`src/rtl/load_vec_if.sv`:
```
`default_nettype none
// +----------------------------------------------------------------------+
// | Module      : load_vec_if                                            |
// | Description : Signal bundle for the vector load unit. It carries the |
// |               command port, the DRAM read port and the               |
// |               vector-buffer write port.                              |
// | Revision    : 1.0 - initial release                                  |
// +----------------------------------------------------------------------+
interface load_vec_if #(
  parameter int ADDR_WIDTH = 24,
  parameter int DATA_WIDTH = 8,
  parameter int TILE_WIDTH = 256
);
  localparam int TILE_ELEMS = TILE_WIDTH / DATA_WIDTH;

  // Command port
  logic                  start;
  logic [ADDR_WIDTH-1:0] dram_addr;
  logic [9:0]            length;
  logic [4:0]            buf_id;
  logic                  busy;
  logic                  done;

  // DRAM read port: one outstanding request at a time
  logic                  mem_req;
  logic [ADDR_WIDTH-1:0] mem_addr;
  logic [DATA_WIDTH-1:0] mem_rdata;
  logic                  mem_valid;

  // Vector buffer write port: element i of the tile is buf_write_data[i]
  logic                                      buf_write_en;
  logic [4:0]                                buf_write_id;
  logic [0:TILE_ELEMS-1][DATA_WIDTH-1:0]     buf_write_data;
  logic                                      buf_write_done;

  // Environment side: issues commands, serves reads, accepts tiles
  modport master (
    output start, dram_addr, length, buf_id, mem_rdata, mem_valid, buf_write_done,
    input  busy, done, mem_req, mem_addr, buf_write_en, buf_write_id, buf_write_data
  );

  // Load unit side
  modport slave (
    input  start, dram_addr, length, buf_id, mem_rdata, mem_valid, buf_write_done,
    output busy, done, mem_req, mem_addr, buf_write_en, buf_write_id, buf_write_data
  );
endinterface
`default_nettype wire

```
`src/rtl/load_vec.sv`:
```
`default_nettype none
// +----------------------------------------------------------------------+
// | Module      : load_vec                                               |
// | Description : Vector load unit. Reads a run of bytes from DRAM, one  |
// |               outstanding read at a time, and packs them into tiles  |
// |               written to the vector buffer file. Unused tail         |
// |               elements of the last tile are zero.                    |
// | Revision    : 1.0 - initial release                                  |
// +----------------------------------------------------------------------+
module load_vec #(
  parameter int ADDR_WIDTH = 24,
  parameter int DATA_WIDTH = 8,
  parameter int TILE_WIDTH = 256
) (
  input  wire        clk,
  input  wire        rst_n,
  load_vec_if.slave  lv_io
);

  localparam int TILE_ELEMS = TILE_WIDTH / DATA_WIDTH;
  localparam int IDX_W      = $clog2(TILE_ELEMS);
  localparam int LEN_W      = 10;
  localparam int ID_W       = 5;

  localparam logic [IDX_W-1:0]      LAST_IDX  = IDX_W'(TILE_ELEMS - 1);
  localparam logic [ADDR_WIDTH-1:0] TILE_STEP = ADDR_WIDTH'(TILE_ELEMS);

  typedef enum logic [2:0] {
    S_IDLE   = 3'd0,
    S_REQ    = 3'd1,
    S_WAIT   = 3'd2,
    S_WRITE  = 3'd3,
    S_FINISH = 3'd4
  } state_t;

  state_t state_q, state_d;

  // Transfer context
  logic [ADDR_WIDTH-1:0] base_addr_q, base_addr_d;
  logic [IDX_W-1:0]      elem_idx_q,  elem_idx_d;
  logic [LEN_W-1:0]      loaded_q,    loaded_d;
  logic [LEN_W-1:0]      length_q,    length_d;
  logic [ID_W-1:0]       buf_id_q,    buf_id_d;

  // Tile under construction; it also feeds the buffer write data directly
  logic [0:TILE_ELEMS-1][DATA_WIDTH-1:0] tile_q, tile_d;

  // Registered outputs
  logic                  mem_req_q,  mem_req_d;
  logic [ADDR_WIDTH-1:0] mem_addr_q, mem_addr_d;
  logic                  buf_we_q,   buf_we_d;
  logic                  busy_q,     busy_d;
  logic                  done_q,     done_d;

  // Next-state logic; outputs are derived from the next state so that
  // they are registered yet line up with the state they describe.
  always_comb begin
    state_d     = state_q;
    base_addr_d = base_addr_q;
    elem_idx_d  = elem_idx_q;
    loaded_d    = loaded_q;
    length_d    = length_q;
    buf_id_d    = buf_id_q;
    tile_d      = tile_q;

    case (state_q)
      S_IDLE: begin
        if (lv_io.start) begin
          base_addr_d = lv_io.dram_addr;
          buf_id_d    = lv_io.buf_id;
          length_d    = lv_io.length;
          elem_idx_d  = '0;
          loaded_d    = '0;
          tile_d      = '0;
          state_d     = (lv_io.length == '0) ? S_FINISH : S_REQ;
        end
      end

      S_REQ: begin
        state_d = S_WAIT;
      end

      S_WAIT: begin
        if (lv_io.mem_valid) begin
          tile_d[elem_idx_q] = lv_io.mem_rdata;
          loaded_d           = loaded_q + LEN_W'(1);
          elem_idx_d         = elem_idx_q + IDX_W'(1);
          // Flush on a full tile or on the last requested element
          if ((elem_idx_q == LAST_IDX) || ((loaded_q + LEN_W'(1)) == length_q)) begin
            state_d = S_WRITE;
          end else begin
            state_d = S_REQ;
          end
        end
      end

      S_WRITE: begin
        if (lv_io.buf_write_done) begin
          // Clearing here is what zero-pads a partial last tile
          tile_d = '0;
          if (loaded_q == length_q) begin
            state_d = S_FINISH;
          end else begin
            base_addr_d = base_addr_q + TILE_STEP;
            elem_idx_d  = '0;
            state_d     = S_REQ;
          end
        end
      end

      S_FINISH: begin
        state_d = S_IDLE;
      end

      default: begin
        state_d = S_IDLE;
      end
    endcase

    mem_req_d  = (state_d == S_REQ);
    mem_addr_d = mem_req_d ? (base_addr_d + ADDR_WIDTH'(elem_idx_d)) : mem_addr_q;
    buf_we_d   = (state_d == S_WRITE);
    busy_d     = (state_d != S_IDLE);
    done_d     = (state_d == S_FINISH);
  end

  // State, context and output registers; reset discards any partial tile
  always_ff @(posedge clk or negedge rst_n) begin
    if (!rst_n) begin
      state_q     <= S_IDLE;
      base_addr_q <= '0;
      elem_idx_q  <= '0;
      loaded_q    <= '0;
      length_q    <= '0;
      buf_id_q    <= '0;
      tile_q      <= '0;
      mem_req_q   <= 1'b0;
      mem_addr_q  <= '0;
      buf_we_q    <= 1'b0;
      busy_q      <= 1'b0;
      done_q      <= 1'b0;
    end else begin
      state_q     <= state_d;
      base_addr_q <= base_addr_d;
      elem_idx_q  <= elem_idx_d;
      loaded_q    <= loaded_d;
      length_q    <= length_d;
      buf_id_q    <= buf_id_d;
      tile_q      <= tile_d;
      mem_req_q   <= mem_req_d;
      mem_addr_q  <= mem_addr_d;
      buf_we_q    <= buf_we_d;
      busy_q      <= busy_d;
      done_q      <= done_d;
    end
  end

  assign lv_io.mem_req        = mem_req_q;
  assign lv_io.mem_addr       = mem_addr_q;
  assign lv_io.buf_write_en   = buf_we_q;
  assign lv_io.buf_write_id   = buf_id_q;
  assign lv_io.buf_write_data = tile_q;
  assign lv_io.busy           = busy_q;
  assign lv_io.done           = done_q;

endmodule
`default_nettype wire

```
`src/flat_wrapper.sv`:
```
// flat-port wrapper written by rule: the top's interface ports become plain ports
module load_vec_flat 
#(
  parameter int ADDR_WIDTH = 24,
  parameter int DATA_WIDTH = 8,
  parameter int TILE_WIDTH = 256
)
  (clk, rst_n, lv_io_start, lv_io_dram_addr, lv_io_length, lv_io_buf_id, lv_io_mem_rdata, lv_io_mem_valid, lv_io_buf_write_done, lv_io_busy, lv_io_done, lv_io_mem_req, lv_io_mem_addr, lv_io_buf_write_en, lv_io_buf_write_id, lv_io_buf_write_data);
  load_vec_if #(.ADDR_WIDTH(ADDR_WIDTH), .DATA_WIDTH(DATA_WIDTH), .TILE_WIDTH(TILE_WIDTH)) lv_io_i ();
  input  wire clk;
  input  wire rst_n;
  input wire logic [$bits(lv_io_i.start)-1:0] lv_io_start;
  input wire logic [$bits(lv_io_i.dram_addr)-1:0] lv_io_dram_addr;
  input wire logic [$bits(lv_io_i.length)-1:0] lv_io_length;
  input wire logic [$bits(lv_io_i.buf_id)-1:0] lv_io_buf_id;
  input wire logic [$bits(lv_io_i.mem_rdata)-1:0] lv_io_mem_rdata;
  input wire logic [$bits(lv_io_i.mem_valid)-1:0] lv_io_mem_valid;
  input wire logic [$bits(lv_io_i.buf_write_done)-1:0] lv_io_buf_write_done;
  output wire logic [$bits(lv_io_i.busy)-1:0] lv_io_busy;
  output wire logic [$bits(lv_io_i.done)-1:0] lv_io_done;
  output wire logic [$bits(lv_io_i.mem_req)-1:0] lv_io_mem_req;
  output wire logic [$bits(lv_io_i.mem_addr)-1:0] lv_io_mem_addr;
  output wire logic [$bits(lv_io_i.buf_write_en)-1:0] lv_io_buf_write_en;
  output wire logic [$bits(lv_io_i.buf_write_id)-1:0] lv_io_buf_write_id;
  output wire logic [$bits(lv_io_i.buf_write_data)-1:0] lv_io_buf_write_data;
  assign lv_io_i.start = lv_io_start;
  assign lv_io_i.dram_addr = lv_io_dram_addr;
  assign lv_io_i.length = lv_io_length;
  assign lv_io_i.buf_id = lv_io_buf_id;
  assign lv_io_i.mem_rdata = lv_io_mem_rdata;
  assign lv_io_i.mem_valid = lv_io_mem_valid;
  assign lv_io_i.buf_write_done = lv_io_buf_write_done;
  assign lv_io_busy = lv_io_i.busy;
  assign lv_io_done = lv_io_i.done;
  assign lv_io_mem_req = lv_io_i.mem_req;
  assign lv_io_mem_addr = lv_io_i.mem_addr;
  assign lv_io_buf_write_en = lv_io_i.buf_write_en;
  assign lv_io_buf_write_id = lv_io_i.buf_write_id;
  assign lv_io_buf_write_data = lv_io_i.buf_write_data;
  load_vec #(.ADDR_WIDTH(ADDR_WIDTH), .DATA_WIDTH(DATA_WIDTH), .TILE_WIDTH(TILE_WIDTH)) u_core (.clk(clk), .rst_n(rst_n), .lv_io(lv_io_i));
endmodule
```
`config.mk`:
```
export PLATFORM = sky130hd
export DESIGN_NAME = load_vec_flat
export DESIGN_NICKNAME = d
export VERILOG_FILES = /design/src/rtl/load_vec_if.sv /design/src/rtl/load_vec.sv /design/src/flat_wrapper.sv
export SDC_FILE = /design/constraint.sdc
export NUM_CORES = 1
export LEC_CHECK = 0
export ABC_AREA = 1
export CAP_MARGIN = 40
export CORE_MARGIN = 2
export CORE_UTILIZATION = 30
export CTS_BUF_LIST = sky130_fd_sc_hd__clkbuf_4 sky130_fd_sc_hd__clkbuf_8
export CTS_CLUSTER_DIAMETER = 200
export DETAILED_ROUTE_END_ITERATION = 8
export HOLD_SLACK_MARGIN = 0.05
export SYNTH_ARGS = -nofsm -noshare
export SYNTH_HDL_FRONTEND = slang
export SYNTH_SLANG_ARGS = --single-unit
```
`constraint.sdc`:
```
create_clock -name clk -period 7.9 [get_ports clk]
set_input_delay 1.58 -clock clk [delete_from_list [all_inputs] [get_ports clk]]
set_output_delay 1.58 -clock clk [all_outputs]
set_load 0.01 [all_outputs]
```
Yosys cells after proc, flatten, opt, wreduce, memory -nomap -nowiden
Cells that the tools add are included.
Storage, ports and cells
  bits in registers: 341
  input port bits: 52
  output and inout bits: 289
  logic and storage cells: 98
Operators by class
  $add $sub $neg: 4
  order comparisons: 2
  eq/ne operators: 12
  multiplexer cells: 26
  bitwise operators: 1
  reductions and logical operators: 10
Operators with widths (number)
  256-bit 2-to-1 mux: 3
  256-bit case mux with 3 select lines: 1
  256-bit bitwise mux: 1
  24-bit 2-to-1 mux: 3
  24-bit case mux with 2 select lines: 1
  8-bit demux with 5-bit select: 1
  24-bit by 5-bit adder with 24-bit output: 1
  24-bit by 6-bit adder with 24-bit output, second input constant: 1
  10-bit equality test: 2
  10-bit 2-to-1 mux: 2
  5-bit 2-to-1 mux: 4
  10-bit case mux with 2 select lines: 1
  3-bit 2-to-1 mux: 5
  5-bit case mux with 3 select lines: 1
  3-bit case mux with 4 select lines: 1
  10-bit by 1-bit adder with 10-bit output, second input constant: 1
  10-bit zero test: 1
  3-bit by 2-bit equality test with 1-bit output, second input constant: 3
  8-bit 2-to-1 mux: 1
  3-bit by 1-bit equality test with 1-bit output, second input constant: 2
  6-bit >= comparator, second input constant: 1
  6-bit by 1-bit less-than comparator with 1-bit output, second input constant: 1
  2-bit != test, second input constant: 3
  5-bit NOT with 6-bit output: 1
  other kinds (12): 13

Longest topological paths before layout
Gate-level depths: netlist (run 1).
  depth in word-level cells: 8
  gate-level depth with buffers: 25
  mapped depth without buffers: 25

Worst setup path after synthesis (run 1)
No wires, ideal clock.
  path kind: in2reg
  start point: input port lv_io_start
  end point: register u_core.mem_addr_q[23], in the netlist u_core.lv_io.mem_addr[23]
  setup time: 0.118 ns
  data arrival time: 4.298 ns
  data required time: 7.782 ns
  slack: 3.485 ns
  stages on the path: 19
  path buffers: 4
  cell sequence: inv_1 nor2_1 buf_4 buf_2 buf_1 clkbuf_1 nand2_1 nand2_1 ha_1 a21o_1 a21oi_1 o21ai_0 nand3_4 nor2_4 nand2_4 nor2_4 nand3_1 nand3_1 nand2_1
Between the ends
  word-level cells in the longest chain between the ends: 3
  elaborated cells on any way between the ends: 8
  classes of those cells: add/sub: 1; eq/ne: 1; mux: 6
RTL lines
  start: declaration: line flat_wrapper.sv:12  | input wire logic [$bits(lv_io_i.start)-1:0] lv_io_start;
  24-bit 2-to-1 mux: line load_vec.sv:68  | if (lv_io.start) begin
  24-bit case mux with 2 select lines: line load_vec.sv:66  | case (state_q)
  net u_core.base_addr_d[0]: line load_vec.sv:39  | logic [ADDR_WIDTH-1:0] base_addr_q, base_addr_d;
  24-bit by 5-bit adder with 24-bit output: line load_vec.sv:121  | mem_addr_d = mem_req_d ? (base_addr_d + ADDR_WIDTH'(elem_idx_d)) : mem_addr_q;
  end signal: assignment: line load_vec.sv:151  | mem_addr_q <= mem_addr_d;
  end: declaration: line load_vec.sv:50  | logic [ADDR_WIDTH-1:0] mem_addr_q, mem_addr_d;
The timed path passes the listed nets, and every way through them passes these cells.
A chain may end at the register's enable or synchronous reset.

Worst setup path in the final report (run 1)
  start point: input port lv_io_mem_valid
  end point: register u_core.mem_addr_q[17], in the netlist u_core.lv_io.mem_addr[17]
Between the ends
  word-level cells in the longest chain between the ends: 3
  elaborated cells on any way between the ends: 6
  classes of those cells: add/sub: 1; eq/ne: 1; mux: 4
RTL lines
  start: declaration: line flat_wrapper.sv:17  | input wire logic [$bits(lv_io_i.mem_valid)-1:0] lv_io_mem_valid;
  5-bit 2-to-1 mux: line load_vec.sv:84  | if (lv_io.mem_valid) begin
  5-bit case mux with 3 select lines: line load_vec.sv:66
  net u_core.elem_idx_d[2]: line load_vec.sv:40  | logic [IDX_W-1:0] elem_idx_q, elem_idx_d;
  24-bit by 5-bit adder with 24-bit output: line load_vec.sv:121
The timed path passes the listed nets, and every way through them passes these cells.

==> impl_results.md, run 1 <==
- Seq/Total Area, Yosys: 0.567
- Post-layout util: 0.415
- Num CTS Buffers: 59
- H-Tree Depth: 2
- Mean Syn Cell Area: 9.09 µm²
- FMAX: 228 MHz
- Part of the power in registers: 0.335
- Area leader, netlist: dfrtp_1
- Worst hold path type: reg2reg
- Clock Path Buffers: 3
- Fin. Hold Viols: 0
- Tcrit/Tclk final: 0.555
- Synth Register Bits: 341
- Wire length per cell: 18.4 µm
- Postcts setup bufs: 0
- Synth Net Count: 1,720
- Gp weighted congestion: 0.875
- Synth top area share: 0.567
- Final WL: 50,500 µm
- Synthesized instance count: 1,655
- Crit-path cells: clkdlybuf4s50_1, inv_1, nor2_1, nand2_1, a21oi_1, o21ai_0, o21ai_0, ha_1, a21oi_1, o21ai_0, nand3_4, nor2_4, nand2_4, nor2_4, nand2_1, nand2_1, nand3_1, nand2_1
- Combinational power share: 0.395
- Startpoint types: primary input
- First-pass GRT wire length: 77,100 µm
- DRC: 0
- GRT overflow: 0
- Number of top-level pins: 341
- Layout cells sized above 1: 0.108
- Maxcap violations: 0
- CP max FO: 10
- Final ANT Viol Nets: 0
- Setup TNS: 0 ns
- Worst slew pin tran: 0.844 ns
- Routed vias/inst: 4.82
- CP most frequent cell: nand2_1
- Area Overhead vs Synth: 37.5%
- RSZ-0062 raised after global routing: false
- Post-route clock skew: 0.0334 ns
- Input/output buffers: 340
- Vias in the first global route: 13,000
- Drt pass-1 iters: 5
- Chip height: 228 µm
- CTS Hold Bufs: 0
- Clock share of power: 0.270
- Number of max-slew violations in the final report: 0
- Worst relative slew slack: 0.437
- Post-synth cell types: 41
- Latest clock arrival within the worst-skew pair: 0.65 ns
- Yosys warning total: 0
- Post-synth EDFFs: 0
- Pin count of the biggest net entering global routing: 119
- Core area: 49,900 µm²
- Final Critical Period: 4.39 ns
- Initial Utilization: 0.302
- Max VDD drop: 176 µV
- Die W: 228 µm
- Switching Share: 0.408
- Async set-reset flop share out of synthesis: 1.00
- Main synth FF type: dfrtp_1
- # diodes: 0
- All-Layer GR Usage: 0.190
- Status: complete, no violations
- P per Cell Area: 307 nW/µm²
- Row cnt: 82
- Static leakage: 8.90 nW
- Via Count: 13,200
- # setup viols final: 0
- Post-CTS Resized: 0
- Arr. time, crit path: 4.95 ns
- Crit Path Class: in2reg
- Req. time, crit path: 8.47 ns
- NetSw: 0.00259 W
- Clock sinks: 341
- CP max stage cell: nor2_1
- CP peak stage delay: 0.54 ns
- Die Area: 52,000 µm²
- Critical Path End Type: flip-flop
- Largest cells by area after synthesis: dfrtp_1, o22ai_1, inv_1
- Initial drt markers: 798
- Post-detail-place hpwl: 35,800 µm
- Clk root buf: clkbuf_8
- CTS tree: done
- Initial antenna violation count: 0
- Mapped Area: 15,000 µm²
- Int Pwr: 0.00377 W
- CTS clk-pin slew, worst paths: 0.05 ns
- Fin nets: 2,085
-- synthesized netlist by cell type, types with 17 or more instances --
cell type,n
nor2_1,57
o22ai_1,258
a21oi_2,32
a21oi_1,17
o21ai_0,45
nand2_1,314
inv_1,343
nand4_1,19
nand3_1,61
clkbuf_1,32
dfrtp_1,341
-- logic make-up (layout without fill, tap and decap cells) --
group           Yosys count  count (layout)  share of synthesized area
compound gates          372             372                      0.157
buf+inv                 406             816                      0.103
simple gates            502             502                      0.148
fa+ha+maj                13              13                     0.0113
xor+xnor                 19              19                     0.0116
flops                   341             341                      0.567
mux                       2               2                    0.00150
-- power groups by stage --
stage	clock (W)	sequential [W]	combinational, W
2_1_floorplan	0	0.00217	0.00151
3_3_place_gp	0	0.00215	0.00244
3_5_place_dp	0	0.00216	0.00252
4_1_cts	0.00177	0.00213	0.00253
5_1_grt	0.00185	0.00216	0.00275
6_report	0.00172	0.00213	0.00251
-- flip-flops by register name (all words and copies together) (netlist names) --
signal                       cells
u_core.length_q                 10
u_core.loaded_q                 10
u_core.lv_io.buf_write_data    256
u_core.base_addr_q              24
u_core.elem_idx_q                5
u_core.lv_io.buf_write_en        1
u_core.lv_io.mem_addr           24
u_core.lv_io.busy                1
u_core.lv_io.mem_req             1
u_core.lv_io.done                1
u_core.lv_io.buf_write_id        5
u_core.state_q                   3
-- routing by layer --
metal,track usage,vias up,part of all wire
met4,0.0576,0,0.025
met5,0,-,0
met3,0.0408,74,0.069
li1,-,6164,-
met1,0.249,6430,0.43
met2,0.314,521,0.48
-- cells in the final DEF (no fill, tap or decap), types with 3 or more instances in the layout --
master,count
a21oi_1,17
a21oi_2,32
a22oi_1,6
buf_12,5
buf_16,5
buf_4,6
clkbuf_4,22
clkbuf_8,72
clkdlybuf4s50_1,339
clkinv_2,8
dfrtp_1,341
ha_1,12
inv_1,343
inv_2,11
nand2_1,314
nand2_2,10
nand2_4,3
nand3_1,53
nand3_2,13
nand4_1,19
nor2_1,56
nor2_2,10
nor2_4,8
nor3_1,4
nor4_1,3
o211ai_1,4
o21ai_0,45
o22ai_1,258
or2_2,5
xnor2_1,9
xor2_1,9
-- final timing paths --
path | start | end | slack [ns] | cells past startpoint
min in group asynchronous | rst_n | u_core.lv_io.buf_write_data[123] | 0.92 | 1
max in group asynchronous | rst_n | u_core.lv_io.buf_write_data[166] | 5.76 | 2
worst max register to register | u_core.state_q[2] | u_core.lv_io.mem_addr[17] | 3.83 | 19
worst min-delay path | u_core.lv_io.buf_write_id[3] | u_core.lv_io.buf_write_id[3] | 0.48 | 2
worst min register to register | u_core.lv_io.buf_write_id[3] | u_core.lv_io.buf_write_id[3] | 0.48 | 2
worst max-delay path | lv_io_mem_valid | u_core.lv_io.mem_addr[17] | 3.51 | 18
-- stage by stage --
| step | hold slack (ns) | total power, W | area [µm²] | instances | setup WS [ns] |
|---|---|---|---|---|---|
| global placement | 0.460 | 0.00460 | 19200 | 2622 | 2.96 |
| CTS | 0.486 | 0.00643 | 20700 | 2737 | 3.52 |
| floorplan | 0.442 | 0.00368 | 15000 | 1655 | 3.48 |
| detailed placement | 0.469 | 0.00468 | 19400 | 2631 | 2.85 |
| global route | 0.510 | 0.00676 | 20700 | 2737 | 3.16 |
| finish | 0.478 | 0.00636 | 20700 | 2737 | 3.51 |
-- worst max-delay path, delay by kind of cell --
kind	cells	cell delay (ns)
AOI/OAI and AO/OA	5	1.00
adders and majority gates	1	0.26
buffers and inverters	2	0.62
and+or+nand+nor	10	1.48
-- area by class of cell --
cell class | count | area, µm²
Clock buffer | 94 | 1160
Clock inverter | 12 | 133
Fill cell | 4925 | 29200
Inverter | 354 | 1330
Multi-Input combinational cell | 908 | 5010
Sequential cell | 341 | 8530
Tap cell | 672 | 841
Timing Repair Buffer | 356 | 3690
Note: power is estimated with default switching activity, not from simulation.
==> run 2, diff against run 1 <==
==> constraint.sdc (replaced) <==
create_clock -name clk -period 4.1 [get_ports clk]
set_input_delay 0.82 -clock clk [delete_from_list [all_inputs] [get_ports clk]]
set_output_delay 0.82 -clock clk [all_outputs]
set_load 0.01 [all_outputs]
==> impl_results.md, run 2 (same netlist as run 1, synthesis figures left out) <==
- Status: complete, no violations
- Number of max-slew violations in the final report: 0 (unchanged)
- Crit Path Class: reg2reg
- Worst slew pin tran: 0.843 ns (-0.000575 ns)
- Die W: 228 µm (unchanged)
- CTS clk-pin slew, worst paths: 0.06 ns (about the same)
- CTS tree: done
- GRT overflow: 0 (unchanged)
- H-Tree Depth: 2 (unchanged)
- Row cnt: 82 (unchanged)
- Tcrit/Tclk final: 0.888
- Critical Path End Type: flip-flop
- Worst hold path type: in2async
- P per Cell Area: 590 nW/µm² (+92%)
- # diodes: 0 (unchanged)
- Clock sinks: 341 (unchanged)
- Chip height: 228 µm (unchanged)
- Req. time, crit path: 4.62 ns (-3.85 ns)
- # setup viols final: 0 (unchanged)
- Vias in the first global route: 12,900 (-0.71%)
- Arr. time, crit path: 4.16 ns (-0.79 ns)
- Post-route clock skew: 0.0379 ns (+0.00451 ns)
- CP max FO: 10 (unchanged)
- PnR worst setup slack: 0.458 ns (-3.06 ns)
- Initial antenna violation count: 0 (unchanged)
- First-pass GRT wire length: 77,700 µm (+0.79%)
- Latest clock arrival within the worst-skew pair: 0.65 ns (about the same)
- CTS Hold Bufs: 0 (unchanged)
- DRC: 0 (unchanged)
- All-Layer GR Usage: 0.191 (+0.00119)
- Layout cells sized above 1: 0.110 (+0.00216)
- Flop-to-flop setup slack: 0.46 ns (-3.37 ns)
- Gp weighted congestion: 0.861 (-1.6%)
- Max VDD drop: 319 µV (+82%)
- Post-detail-place hpwl: 35,400 µm (-1.1%)
- Final ANT Viol Nets: 0 (unchanged)
- Area Overhead vs Synth: 36.9%
- Final WL: 51,000 µm (+1.2%)
- Setup WS pre-CTS: 0.0229 ns (-2.83 ns)
- Initial Utilization: 0.302 (unchanged)
- Input/output buffers: 340 (unchanged)
- Core area: 49,900 µm² (unchanged)
- RR Endpoint: u_core.lv_io.mem_addr[23]
- Worst relative slew slack: 0.438 (about the same)
- Pin count of the biggest net entering global routing: 108 (-9.2%)
- Routed vias/inst: 4.82 (about the same)
- Clock Path Buffers: 3 (unchanged)
- Num CTS Buffers: 58 (-1.7%)
- Startpoint types: flip-flop
- Final Critical Period: 3.64 ns
- Commonest cells after routing, fill and taps aside: inv_1, dfrtp_1, clkdlybuf4s50_1
- Commonest non-fill, non-tap cell in the layout: inv_1
- RSZ-0062 raised after global routing: false
- Die Area: 52,000 µm² (unchanged)
- Static leakage: 8.87 nW (-0.34%)
- FMAX: 275 MHz
- Via Count: 13,200 (+0.26%)
- Clk root buf: clkbuf_8
- Max reg flops: 256 (unchanged)
- R2r startpoint: u_core.state_q[2]
- Drt pass-1 iters: 5 (unchanged)
- Postcts setup bufs: 0 (unchanged)
- Fin nets: 2,095 (+0.48%)
- Fin. Hold Viols: 0 (unchanged)
- Maxcap violations: 0 (unchanged)
- Setup TNS: 0 ns (unchanged)
- Reg2reg path depth: 22 (+3)
- Initial drt markers: 890 (+12%)
- Number of top-level pins: 341 (unchanged)
- Wire length per cell: 18.6 µm (+0.97%)
## run 2: cell types whose count changed in the layout (fill, tap and decap cells not counted), sizes merged
cell,before,now
inv,354,356
clkinv,10,2
buf,17,28
bufinv,2,1
clkbuf,94,95
## run 2: how the worst max path moves through the flow
| stage | start | endpoint | slack (ns) | cells past startpoint |
|---|---|---|---|---|
| floorplan | lv_io_start | u_core.lv_io.mem_addr[23] | 0.44 | 19 |
| global placement | lv_io_start | u_core.lv_io.mem_addr[23] | 0.11 | 18 |
| detailed placement | lv_io_start | u_core.lv_io.mem_addr[19] | 0.02 | 19 |
| CTS | u_core.state_q[1] | u_core.lv_io.mem_addr[23] | 0.24 | 24 |
| global route | u_core.state_q[2] | u_core.lv_io.mem_addr[23] | 0.03 | 23 |
| finish | u_core.state_q[2] | u_core.lv_io.mem_addr[23] | 0.46 | 22 |
## run 2: metrics by stage
step	cells	hold WS, ns	total power, W	instance area, µm²	utilization
floorplan	1655	0.442	0.00709	15000	-
global placement	2642	0.465	0.00891	19400	0.389
detailed placement	2642	0.464	0.00898	19400	0.389
CTS	2742	0.237	0.0123	20600	0.413
global route	2742	0.278	0.0129	20600	0.413
finish	2742	0.241	0.0121	20600	0.413
## run 2: critical path, stage by stage, from the launching register on
cell	delay [ns]
dfrtp_1	0.38
nor2_1	0.14
nand2_1	0.27
nand2_4	0.22
inv_2	0.12
nand2_1	0.08
inv_1	0.05
nor2_1	0.11
inv_1	0.12
nor2_1	0.21
o21ai_1	0.17
ha_1	0.32
a21o_1	0.11
a21oi_1	0.08
o21ai_0	0.27
buf_4	0.20
nand3_4	0.09
nor2_4	0.13
nand2_4	0.09
nor2_4	0.15
nand3_1	0.09
nand3_1	0.09
nand2_1	0.05
## run 2: report_power, final
part,leakage [nW],total (W),switching (W),internal [W]
Combinational,3.55,0.00483,0.00327,0.00156
Sequential,4.66,0.00410,0.000307,0.00379
Clock,0.653,0.00323,0.00140,0.00183
Total,8.87,0.0121,0.00497,0.00718
## run 2: what timing repair did
action	in CTS	in global routing
endpoints found under the setup margin	0	6
hold endpoints to repair	0	0
resized for setup	0	2
## run 2: layer usage
layer,part of all wire,global-route usage
met1,0.43,0.255
met2,0.48,0.316
met3,0.064,0.0334
met4,0.027,0.0594
met5,0,0
## run 2: final cells by class
type                            count  area [µm²]
Sequential cell                   341        8530
Timing Repair Buffer              367        3670
Multi-Input combinational cell    908        5010
Tap cell                          672         841
Clock buffer                       95        1160
Fill cell                        5001       29300
Clock inverter                      5        60.1
Inverter                          354        1330
==> run 3, diff against run 2 <==
--- a/config.mk
+++ b/config.mk
@@ -7,12 +7,14 @@
 export LEC_CHECK = 0
 export ABC_AREA = 1
 export CAP_MARGIN = 40
-export CORE_MARGIN = 2
+export CORE_MARGIN = 8
 export CORE_UTILIZATION = 30
 export CTS_BUF_LIST = sky130_fd_sc_hd__clkbuf_4 sky130_fd_sc_hd__clkbuf_8
 export CTS_CLUSTER_DIAMETER = 200
 export DETAILED_ROUTE_END_ITERATION = 8
 export HOLD_SLACK_MARGIN = 0.05
+export SETUP_SLACK_MARGIN = 0.15
+export SLEW_MARGIN = 10
 export SYNTH_ARGS = -nofsm -noshare
 export SYNTH_HDL_FRONTEND = slang
 export SYNTH_SLANG_ARGS = --single-unit
==> impl_results.md, run 3 (same netlist as run 1, synthesis figures left out) <==
- Status: complete, no violations
- Final ANT Viol Nets: 0 (unchanged)
- Initial drt markers: 900 (+1.1%)
- # setup viols final: 0 (unchanged)
- RSZ-0062 raised after global routing: false
- Area Overhead vs Synth: 37.1%
- CP max stage cell: fa_1
- Fin. Hold Viols: 0 (unchanged)
- CP max FO: 9 (-1)
- Num CTS Buffers: 58 (unchanged)
- Initial antenna violation count: 0 (unchanged)
- Static leakage: 8.87 nW (about the same)
- Via Count: 13,200 (-0.20%)
- Startpoint types: flip-flop
- PnR worst setup slack: 0.589 ns (+0.131 ns)
- Tcrit/Tclk final: 0.856 (-0.0319)
- Post-layout instance area: 20,600 µm² (+0.12%)
- Input/output buffers: 340 (unchanged)
- R2r startpoint: u_core.state_q[0]
- Final Non-Filler Cells: 2,749 (+0.26%)
- Post-layout util: 0.414 (+0.000477)
- DRC: 0 (unchanged)
- Drt pass-1 iters: 5 (unchanged)
- CTS Hold Bufs: 0 (unchanged)
- P per Cell Area: 589 nW/µm² (-0.10%)
- Final WL: 53,700 µm (+5.2%)
- Chip height: 240 µm (+5.3%)
- Setup TNS: 0 ns (unchanged)
- Worst slew pin tran: 0.989 ns (+0.145 ns)
- Initial Utilization: 0.302 (unchanged)
- All-Layer GR Usage: 0.180 (-0.0103)
- Setup WS pre-CTS: 0.0536 ns (+0.0307 ns)
- Number of max-slew violations in the final report: 0 (unchanged)
- Die Area: 57,600 µm² (+11%)
- Maxcap violations: 0 (unchanged)
- First-pass GRT wire length: 81,000 µm (+4.2%)
- Worst hold path type: in2async
- Post-DP Area: 19,400 µm² (about the same)
- Number of top-level pins: 341 (unchanged)
- Layout cells sized above 1: 0.113 (+0.00348)
- Req. time, crit path: 4.63 ns (about the same)
- Die W: 240 µm (+5.3%)
- Routed vias/inst: 4.80 (-0.46%)
- Final Critical Period: 3.51 ns (-0.131 ns)
- Max reg flops: 256 (unchanged)
- Clk root buf: clkbuf_8
- Crit Path Class: reg2reg
- Gp weighted congestion: 0.892 (+3.6%)
- Fin nets: 2,099 (+0.19%)
- # diodes: 0 (unchanged)
- GRT overflow: 0 (unchanged)
- CP most frequent cell: nand2_1
- Max VDD drop: 274 µV (-14%)
- Commonest non-fill, non-tap cell in the layout: inv_1
- Post-detail-place hpwl: 38,200 µm (+8.0%)
- CTS tree: done
- Core area: 49,900 µm² (unchanged)
- Clock sinks: 341 (unchanged)
- FMAX: 285 MHz (+3.7%)
- Placed Cells incl. Taps: 2,645 (+0.11%)
- H-Tree Depth: 2 (unchanged)
- CTS clk-pin slew, worst paths: 0.06 ns (about the same)
- Latest clock arrival within the worst-skew pair: 0.65 ns (about the same)
- Row cnt: 82 (unchanged)
- Worst relative slew slack: 0.341 (-0.0968)
- CP peak stage delay: 0.41 ns (+0.03 ns)
- Vias in the first global route: 13,500 (+4.3%)
- Origin of the worst setup path: u_core.state_q[0]
- Clock Path Buffers: 3 (unchanged)
- Wire length per cell: 19.5 µm (+4.9%)
- Pin count of the biggest net entering global routing: 121 (+12%)
- Commonest cells after routing, fill and taps aside: inv_1, dfrtp_1, clkdlybuf4s50_1
- Post-route clock skew: 0.0346 ns (-0.00328 ns)
- Arr. time, crit path: 4.04 ns (-0.12 ns)
- Critical Path End Type: flip-flop
- Crit-path cells: inv_1, nand3_1, nand2_4, inv_2, nand2_1, inv_1, nor2_1, inv_1, nor2_1, a21oi_1, ha_1, fa_1, nand3_1, nand2_1, a21oi_1, inv_1, nand3_2, nor2_4, nand2_4, nor2_4, nand2_1, nand2_1, nand3_1, nand2_1
[run 3: metrics by stage]
step	hold slack (ns)	total power, W
after floorplan	0.442	0.00709
after global placement	0.465	0.00888
after detailed placement	0.468	0.00898
after CTS	0.283	0.0123
after global routing	0.323	0.0130
final	0.284	0.0122
[run 3: what timing repair did]
item / in CTS / in global routing
setup endpoints to repair: 0 / 17
setup buffers: 0 / 1
gates resized for setup: 0 / 4
[run 3: worst paths after layout]
path	end	slack [ns]	cells past startpoint
worst max-delay path	u_core.lv_io.mem_addr[18]	0.59	24
worst min-delay path	u_core.lv_io.buf_write_data[40]	0.28	1
worst max register to register	u_core.lv_io.mem_addr[18]	0.59	24
worst min register to register	u_core.lv_io.buf_write_id[2]	0.48	2
max in group asynchronous	u_core.lv_io.buf_write_data[15]	2.79	2
min in group clk	u_core.lv_io.buf_write_id[2]	0.48	2
[run 3: layer usage]
metal,share of wire,track usage,wire length (µm),vias up
met5,0,0,0,-
met4,0.030,0.0605,1590,0
met3,0.080,0.0423,4300,98
met2,0.47,0.301,25400,517
met1,0.42,0.229,22400,6375
li1,-,-,-,6206
[run 3: power breakdown]
group | internal, W | switching (W)
sequential | 0.00379 | 0.000332
clock | 0.00182 | 0.00142
combinational | 0.00157 | 0.00323
[run 3: layout make-up]
cell class	count	area, µm²
Clock inverter	10	97.6
Clock buffer	93	1140
Multi-Input combinational cell	908	5020
Sequential cell	341	8530
Inverter	354	1330
Timing Repair Buffer	371	3680
Tap cell	672	841
Fill cell	4976	29200
[run 3: critical path, delay by kind of cell, from the launching register on]
| kind | cells | cell delay (ns) |
|---|---|---|
| AO/OA/AOI/OAI | 2 | 0.31 |
| adder cells (fa/ha/maj) | 2 | 0.65 |
| flip-flops | 1 | 0.40 |
| buffers and inverters | 5 | 0.47 |
| AND/OR/NAND/NOR | 15 | 1.56 |
